**src/rtl/complex_pkg.sv**
```systemverilog
// Shared definitions for the complex ALU pipeline: mode encodings and
// width helpers used by the datapath and the round/saturate stage.
package complex_pkg;

  typedef enum logic [1:0] {
    MODE_ADD  = 2'd0,
    MODE_SUB  = 2'd1,
    MODE_MUL  = 2'd2,
    MODE_CMAC = 2'd3
  } cal_mode_e;

  localparam int PIPE_STAGES = 3;

  // Accumulator wide enough that ACC_LEN worst-case conj products never wrap.
  function automatic int acc_width(input int d_width, input int acc_len);
    return 2 * d_width + 1 + $clog2(acc_len);
  endfunction

  function automatic int sat_hi(input int w);
    return (1 << (w - 1)) - 1;
  endfunction

  function automatic int sat_lo(input int w);
    return -(1 << (w - 1));
  endfunction

  // Half an output LSB at Q1.(w-1) after the product binary point.
  function automatic int rnd_bias(input int w);
    return 1 << (w - 2);
  endfunction

endpackage

```
**src/rtl/cplx_rnd_sat.sv**
```systemverilog
// Round-half-up and saturate one wide component to D_WIDTH bits.
// When scale is low the value is only saturated (add/sub path).
module cplx_rnd_sat
  import complex_pkg::*;
#(
  parameter int D_WIDTH = 8,
  parameter int IN_W    = 21
) (
  input  logic signed [IN_W-1:0]    val,
  input  logic                      scale,
  output logic        [D_WIDTH-1:0] res,
  output logic                      ovf
);

  // One guard bit so the rounding bias can never wrap.
  localparam int EW = IN_W + 1;
  localparam logic signed [EW-1:0] BIAS = EW'(rnd_bias(D_WIDTH));
  localparam logic signed [EW-1:0] HI   = EW'(sat_hi(D_WIDTH));
  localparam logic signed [EW-1:0] LO   = EW'(sat_lo(D_WIDTH));

  logic signed [EW-1:0] ext, scaled;

  always_comb begin
    ext    = EW'(val);
    scaled = scale ? ((ext + BIAS) >>> (D_WIDTH - 1)) : ext;
    res    = scaled[D_WIDTH-1:0];
    ovf    = 1'b0;
    if (scaled > HI) begin
      res = HI[D_WIDTH-1:0];
      ovf = 1'b1;
    end else if (scaled < LO) begin
      res = LO[D_WIDTH-1:0];
      ovf = 1'b1;
    end
  end

endmodule

```
**src/rtl/complex_alu_pipe.sv**
```systemverilog
// Three-stage complex ALU: add/sub/mul and a conj-multiply accumulate over
// ACC_LEN-beat frames, with a single global stall driven by output backpressure.
module complex_alu_pipe
  import complex_pkg::*;
#(
  parameter int D_WIDTH = 8,
  parameter int ACC_LEN = 16
) (
  input  logic               clk,
  input  logic               rst,
  input  logic [1:0]         cal_mode,
  input  logic               din_vld,
  output logic               din_rdy,
  input  logic [D_WIDTH-1:0] din_re_1,
  input  logic [D_WIDTH-1:0] din_im_1,
  input  logic [D_WIDTH-1:0] din_re_2,
  input  logic [D_WIDTH-1:0] din_im_2,
  output logic [D_WIDTH-1:0] dout_re,
  output logic [D_WIDTH-1:0] dout_im,
  output logic               dout_vld,
  input  logic               dout_rdy,
  output logic               dout_ovf
);

  localparam int W_ACC = acc_width(D_WIDTH, ACC_LEN);
  localparam int CNT_W = $clog2(ACC_LEN);
  localparam logic [CNT_W-1:0] LAST = CNT_W'(ACC_LEN - 1);

  logic                       en, accept;
  logic [PIPE_STAGES:1]       vld_pipe;

  cal_mode_e                  s1_mode;
  logic signed [D_WIDTH-1:0]  s1_re1, s1_im1, s1_re2, s1_im2;
  logic signed [2*D_WIDTH-1:0] p_rr, p_ii, p_ri, p_ir;
  logic signed [W_ACC-1:0]    t_re, t_im, sum_re, sum_im;
  logic signed [W_ACC-1:0]    acc_re, acc_im, s2_re, s2_im;
  logic                       s2_scale;
  logic [CNT_W-1:0]           cnt;
  logic [D_WIDTH-1:0]         rs_re, rs_im;
  logic                       ovf_re, ovf_im;

  // Whole pipe freezes only when a result is held by the consumer.
  assign en       = !(vld_pipe[PIPE_STAGES] && !dout_rdy);
  assign din_rdy  = en;
  assign accept   = din_vld && din_rdy;
  assign dout_vld = vld_pipe[PIPE_STAGES];

  assign p_rr = s1_re1 * s1_re2;
  assign p_ii = s1_im1 * s1_im2;
  assign p_ri = s1_re1 * s1_im2;
  assign p_ir = s1_im1 * s1_re2;

  always_comb begin
    t_re = '0;
    t_im = '0;
    case (s1_mode)
      MODE_ADD: begin
        t_re = W_ACC'(s1_re1) + W_ACC'(s1_re2);
        t_im = W_ACC'(s1_im1) + W_ACC'(s1_im2);
      end
      MODE_SUB: begin
        t_re = W_ACC'(s1_re1) - W_ACC'(s1_re2);
        t_im = W_ACC'(s1_im1) - W_ACC'(s1_im2);
      end
      MODE_MUL: begin
        t_re = W_ACC'(p_rr) - W_ACC'(p_ii);
        t_im = W_ACC'(p_ri) + W_ACC'(p_ir);
      end
      MODE_CMAC: begin
        t_re = W_ACC'(p_rr) + W_ACC'(p_ii);
        t_im = W_ACC'(p_ir) - W_ACC'(p_ri);
      end
      default: ;
    endcase
    sum_re = acc_re + t_re;
    sum_im = acc_im + t_im;
  end

  always_ff @(posedge clk) begin
    if (rst) begin
      vld_pipe <= '0;
      cnt      <= '0;
      acc_re   <= '0;
      acc_im   <= '0;
      dout_re  <= '0;
      dout_im  <= '0;
      dout_ovf <= 1'b0;
    end else if (en) begin
      vld_pipe[1] <= accept;
      if (accept) begin
        s1_mode <= cal_mode_e'(cal_mode);
        s1_re1  <= din_re_1;
        s1_im1  <= din_im_1;
        s1_re2  <= din_re_2;
        s1_im2  <= din_im_2;
      end

      vld_pipe[2] <= 1'b0;
      if (vld_pipe[1]) begin
        s2_scale <= (s1_mode == MODE_MUL) || (s1_mode == MODE_CMAC);
        if (s1_mode == MODE_CMAC && cnt != LAST) begin
          acc_re <= sum_re;
          acc_im <= sum_im;
          cnt    <= cnt + 1'b1;
        end else begin
          // Frame close or any other mode: emit and restart the frame.
          s2_re       <= (s1_mode == MODE_CMAC) ? sum_re : t_re;
          s2_im       <= (s1_mode == MODE_CMAC) ? sum_im : t_im;
          vld_pipe[2] <= 1'b1;
          acc_re      <= '0;
          acc_im      <= '0;
          cnt         <= '0;
        end
      end

      vld_pipe[3] <= vld_pipe[2];
      dout_ovf    <= vld_pipe[2] && (ovf_re || ovf_im);
      if (vld_pipe[2]) begin
        dout_re <= rs_re;
        dout_im <= rs_im;
      end
    end
  end

  cplx_rnd_sat #(.D_WIDTH(D_WIDTH), .IN_W(W_ACC)) u_rs_re (
    .val(s2_re), .scale(s2_scale), .res(rs_re), .ovf(ovf_re)
  );

  cplx_rnd_sat #(.D_WIDTH(D_WIDTH), .IN_W(W_ACC)) u_rs_im (
    .val(s2_im), .scale(s2_scale), .res(rs_im), .ovf(ovf_im)
  );

endmodule

```
**config.mk**
```make
export PLATFORM = sky130hd
export DESIGN_NAME = complex_alu_pipe
export DESIGN_NICKNAME = d
export VERILOG_FILES = /design/src/rtl/complex_pkg.sv /design/src/rtl/cplx_rnd_sat.sv /design/src/rtl/complex_alu_pipe.sv
export SDC_FILE = /design/constraint.sdc
export NUM_CORES = 1
export LEC_CHECK = 0
export CAP_MARGIN = 40
export CORE_ASPECT_RATIO = 0.5
export CORE_MARGIN = 1
export CORE_UTILIZATION = 40
export CTS_BUF_LIST = sky130_fd_sc_hd__clkbuf_4
export CTS_CLUSTER_DIAMETER = 60
export DETAILED_ROUTE_END_ITERATION = 10
export HOLD_SLACK_MARGIN = 0.08
export PLACE_DENSITY = 0.66
export SKIP_LAST_GASP = 1
export SLEW_MARGIN = 5
export SYNTH_ARGS = -nofsm -noshare
export SYNTH_HDL_FRONTEND = slang
export SYNTH_SLANG_ARGS = --single-unit
```
**constraint.sdc**
```tcl
create_clock -name clk -period 10.9 [get_ports clk]
set_input_delay 2.18 -clock clk [delete_from_list [all_inputs] [get_ports clk]]
set_output_delay 2.18 -clock clk [all_outputs]
set_load 0.05 [all_outputs]
```
Yosys cells after proc, flatten, opt, wreduce, memory -nomap -nowiden:

Index checks and enable logic that the tools add are counted.

* bits in registers: 143
* word-level logic and storage cells: 76

* reduce and logical (&&, ||, !) cells: 14
* mux-type cells: 19
* add/sub/neg operators: 13
* eq/ne operators: 4
* bitwise logic cells: 3
* $lt $le $gt $ge: 4
* $mul: 4

Operators with widths (count)
* $pmux 21 s4: 2
* $mux 21: 4
* $mul 8x8->16: 4
* $add 21x8->22 const B: 2
* $gt 22x8->1 const B: 2
* $lt 22x8->1 const B: 2
* $mux 22: 2
* $add 21x21->21: 2
* $add 16x16->17: 2
* $sub 16x16->17: 2
* $mux 8: 4
* $add 8x8->9: 2
* $sub 8x8->9: 2
* $mux 1: 6
* $reduce_and 3->1: 2
* $add 4x1->4 const B: 1
* $eq 2x2->1 const B: 2
* $logic_and 1x1->1: 4
* $mux 4: 1
* $ne 4x4->1 const B: 1
* $reduce_and 2->1: 2
* $reduce_and 4->1: 1
* $not 1->1: 3
* $eq 2x1->1 const B: 1
* other kinds (3): 5

Depth between registers and ports, before layout:

* word-level depth: 7
* depth in mapped cells: 38

Hierarchy:

A second synthesis with hierarchy kept.

* cells, all modules: 2538
* area, all modules: 21710.8 µm²

By module, submodules not included
* complex_alu_pipe: cells each 2330, area an instance 20249.4 µm², times used 1
* cplx_rnd_sat: cells each 104, area an instance 730.7 µm², times used 2

Least setup slack after synthesis:

No wires, ideal clock.

* path type: reg-to-reg
* from: register s1_im2[7]
* to: register s2_re[20], data pin
* slack: 2554 ps
* required time: 10638 ps
* path buffers: 1
* stages on the path, launching flop included: 33
* data arrival time: 8084 ps
* setup time: 262 ps
* cells stage by stage: edfxtp_1 inv_1 clkbuf_1 nor2_1 fa_1 fa_1 fa_1 inv_1 fa_1 inv_1 ha_1 nor3b_1 a2111oi_2 a31oi_1 or4_1 or3_1 and2_1 xor2_1 ha_1 nand3_1 a211oi_1 o31ai_1 xor3_1 a21oi_2 inv_1 ha_1 a21o_1 a211oi_1 nand4_1 o211a_1 xnor2_1 nor2_1 xnor2_1

* word-level cells in the longest chain between the ends: 5
* elaborated cells between the ends (all ways): 6
* classes of those cells: 3 x add/sub; 1 x mul; 2 x mux

Ends and longest elaborated chain
* from (decl): line complex_alu_pipe.sv:33 `logic signed [D_WIDTH-1:0] s1_re1, s1_im1, s1_re2, s1_im2;`
* from (signal assigned): line complex_alu_pipe.sv:95 `s1_im2 <= din_im_2;`
* $mul 8x8->16 (*): line complex_alu_pipe.sv:49 `assign p_ii = s1_im1 * s1_im2;`
* $add 16x16->17 / $sub 16x16->17 (equally long branches): line complex_alu_pipe.sv:70, complex_alu_pipe.sv:66
* $pmux 21 s4 (*): line complex_alu_pipe.sv:56 `case (s1_mode)`
* $add 21x21->21: line complex_alu_pipe.sv:75 `sum_re = acc_re + t_re;`
* $mux 21 (*): line complex_alu_pipe.sv:107 `s2_re <= (s1_mode == MODE_CMAC) ? sum_re : t_re;`
* to (signal assigned): line complex_alu_pipe.sv:107
* to (decl): line complex_alu_pipe.sv:36 `logic signed [W_ACC-1:0] acc_re, acc_im, s2_re, s2_im;`

Every way passes the cells marked *; elsewhere a longest branch is shown, timed or not.
A chain may end at the register's enable or synchronous reset.

Final worst setup path:

* from: register s1_re1[7]
* to: register s2_im[20], data pin

* word-level cells in the longest chain between the ends: 5
* elaborated cells between the ends (all ways): 6
* classes of those cells: 3 x add/sub; 1 x mul; 2 x mux

Ends and longest elaborated chain
* from (decl): line complex_alu_pipe.sv:33
* from (signal assigned): line complex_alu_pipe.sv:92 `s1_re1 <= din_re_1;`
* $mul 8x8->16 (*): line complex_alu_pipe.sv:50 `assign p_ri = s1_re1 * s1_im2;`
* $sub 16x16->17 / $add 16x16->17 (equally long branches): line complex_alu_pipe.sv:71, complex_alu_pipe.sv:67
* $pmux 21 s4 (*): line complex_alu_pipe.sv:56
* $add 21x21->21: line complex_alu_pipe.sv:76 `sum_im = acc_im + t_im;`
* $mux 21 (*): line complex_alu_pipe.sv:108 `s2_im <= (s1_mode == MODE_CMAC) ? sum_im : t_im;`
* to (signal assigned): line complex_alu_pipe.sv:108
* to (decl): line complex_alu_pipe.sv:36

Marked as above.

==> metrics <==
DR pass1 iterations=7; drt drc=0; total CTS buffers=17; CTS tree=built; Setup crit end kind=flip-flop; Fin Setup TNS=0 ns; switching share of total power=53.1%; register area share after synthesis=17.2%; Tot GR Track Use=20.3%; Synth area leader=fa_1; vias=16.7k; GRT Residual Overflow=0; Tmin final=9.33 ns; # Post-CTS Setup Buffers=0; VDD IR-drop max=0.000388 V; Routed WL per cell=16.8 um; Yosys cell types=66; Reg2Reg Depth=32; root buffer cell=clkbuf_4; Worst EP required=11.27 ns; FP Rows=59; Synth async-reset ratio=0%; worst hold path type=reg2reg; commonest non-fill, non-tap cells in the layout=inv_1 (362), fa_1 (228), ha_1 (227), nor2_1 (209), nand2_1 (194); Avg Inst Size Synth=8.61 sq um; Most Frequent Cell on Critical Path=inv_1; post-route cell area=0.0228 sq mm; Yosys warning count=0; GP Congestion=0.898; Sw Pwr=0.00407 W; commonest non-fill, non-tap cell in the layout=inv_1; antenna violations before repair=2; H-tree Lvls=4; CP Max Fanout=14; Leak=10.5 nW; Detail Route Antenna Nets=0; Post-synth EDFFs=77; Placed Area=0.0224 sq mm; clock power share=6.0%; vias in the first global route=16.1k; clock slew at reported path FFs=0.25 ns; Critical Path Stages=32; synthesized cell area=0.0212 sq mm; Pins Over Slew Limit=0; DRT iter0 DRCs=1194; Buf/Inv on CP=6; final setup vio count=0; ranking of synthesized cells by area=fa_1 (22%), ha_1 (13%), edfxtp_1 (11%), inv_1 (6.4%), dfxtp_1 (6.2%); hold buffers post-CTS=0; Worst Tran Pin Value=0.912 ns; register share of total power=10.4%; largest net degree at the start of global routing=70; full die area=0.0539 sq mm; first-pass GRT wire length=85900 um; die height=165 um; worst hold stages=2; Internal=0.00359 W; fmax=107 MHz; Clock Path Buffers=2; CP Launch Type=flip-flop; Final period util=85.6%; cts repair resizes=0; Final nets=2956; syn nets=2952; Rel. slew slack=39.2%; clock sink count=143; worst setup slack after layout=1.57 ns; predominant post-synthesis flop cell=edfxtp_1; combinational power share=83.5%; delay-heaviest family, CP=adder cells; Max Cap Violations=0; Final Hold Fails=0; die width=327 um; Worst EP arrival=9.70 ns; clock skew=0.0923 ns; core area=0.0521 sq mm; Seq cells post-synth=143; RSZ-0062 raised after global routing=no; power per cell area=336 mW/mm^2; Crit Path Class=reg2reg; post-DP HPWL=41900 um; Starting Density=40.6%; # port buffers=56; Total Routed Length=53400 um; CP max stage delay=0.71 ns; post-synth top area share=21.6%; vias per cell=5.25; layout cell share with drive strength beyond 1=3.27%; status=finished clean; Clock Latency Late Sink=0.67 ns; worst slack at placement=1.75 ns; Area growth, synth to finish=7.63%; R2R Setup Slk=1.57 ns; I/O pin count=57; Syn Inst Count=2459; Max stage delay cell, worst path=edfxtp_1
[power by group through the flow]
stage	Sequential [W]	Clock, W	Combinational (W)
floorplan	0.000787	0	0.00485
CTS	0.000796	0.000470	0.00632
finish	0.000798	0.000463	0.00640
detailed placement	0.000808	0	0.00626
global placement	0.000807	0	0.00621
global route	0.000807	0.000489	0.00709
[path summary, 6_finish.rpt]
| path | start | to |
|---|---|---|
| min | acc_re[0]$_SDFFE_PP0P_ | acc_re[0]$_SDFFE_PP0P_ |
| max | s1_re1[7]$_DFFE_PP_ | s2_im[20]$_DFFE_PP_ |
| max reg2reg | s1_re1[7]$_DFFE_PP_ | s2_im[20]$_DFFE_PP_ |
| min reg2reg | acc_re[0]$_SDFFE_PP0P_ | acc_re[0]$_SDFFE_PP0P_ |
[cell usage after synthesis, drive strengths merged, types with 13 or more instances]
library cell / count
xnor2: 116
nor3: 41
a22oi: 22
o21bai: 25
and2: 123
xor2: 73
a31oi: 13
clkbuf: 74
o21ai: 92
dfxtp: 66
ha: 227
nand2b: 35
inv: 362
nand3: 41
a21o: 45
o21a: 13
nand2: 196
a211oi: 25
nor2: 209
edfxtp: 77
fa: 228
o211ai: 13
a21oi: 152
buf: 13
[routing by layer]
metal | up-vias | global-route usage (%) | wire, um
met5 | - | 0 | 0
met4 | 0 | 3.97 | 746
met3 | 40 | 3.57 | 3350
met2 | 438 | 31.2 | 22900
met1 | 8072 | 29.8 | 26400
li1 | 8132 | - | -
[cell type report]
cell class	instances	area [sq um]
tap	701	877
sequential	143	3630
clock buffer	18	135
antenna	1	2.50
inverter	363	1360
multi-input combinational	1866	15900
fill	5199	29300
clock inverter	14	229
timing repair buffer	72	688
[stage by stage]
step | std cells | util [%] | total power, W | hold slack, ns
detailed placement | 3145 | 43.0 | 0.00707 | 0.459
global route | 3178 | 43.7 | 0.00838 | 0.502
floorplan | 2459 | - | 0.00564 | 0.436
global placement | 3144 | 43.0 | 0.00702 | 0.443
finish | 3178 | 43.7 | 0.00766 | 0.473
CTS | 3177 | 43.7 | 0.00759 | 0.475
[worst reg2reg max path, delay by kind of cell (launching register included)]
family	cells	cell delay [ns]
fa+ha+maj	7	3.23
compound gates	10	2.16
xor+xnor	5	1.41
buf+inv	6	0.80
simple gates	4	0.73
flops	1	0.71
[cells by family (layout without fill, tap and decap cells)]
logic type               Yosys count  after routing  synth area share, %
AND/OR/NAND/NOR                  729            729                 16.5
flip-flops                       143            143                 17.2
XOR/XNOR                         194            194                 8.35
other                              0              1                    0
adder cells (fa/ha/maj)          455            455                 35.0
multiplexers                      21             21                 1.05
AO/OA/AOI/OAI                    467            467                 14.0
buffers and inverters            450            467                 7.98
[registers in the layout (all words and copies together) (netlist names)]
signal and cells:
s2_im 21, dout_re 8, s1_mode 2, vld_pipe 3, s2_re 21, s1_re2 8
s1_im2 8, dout_im 8, acc_im 21, s1_re1 8, s2_scale 1, dout_ovf 1
acc_re 21, s1_im1 8, cnt 4
Note: power is estimated with default switching activity, not from simulation.
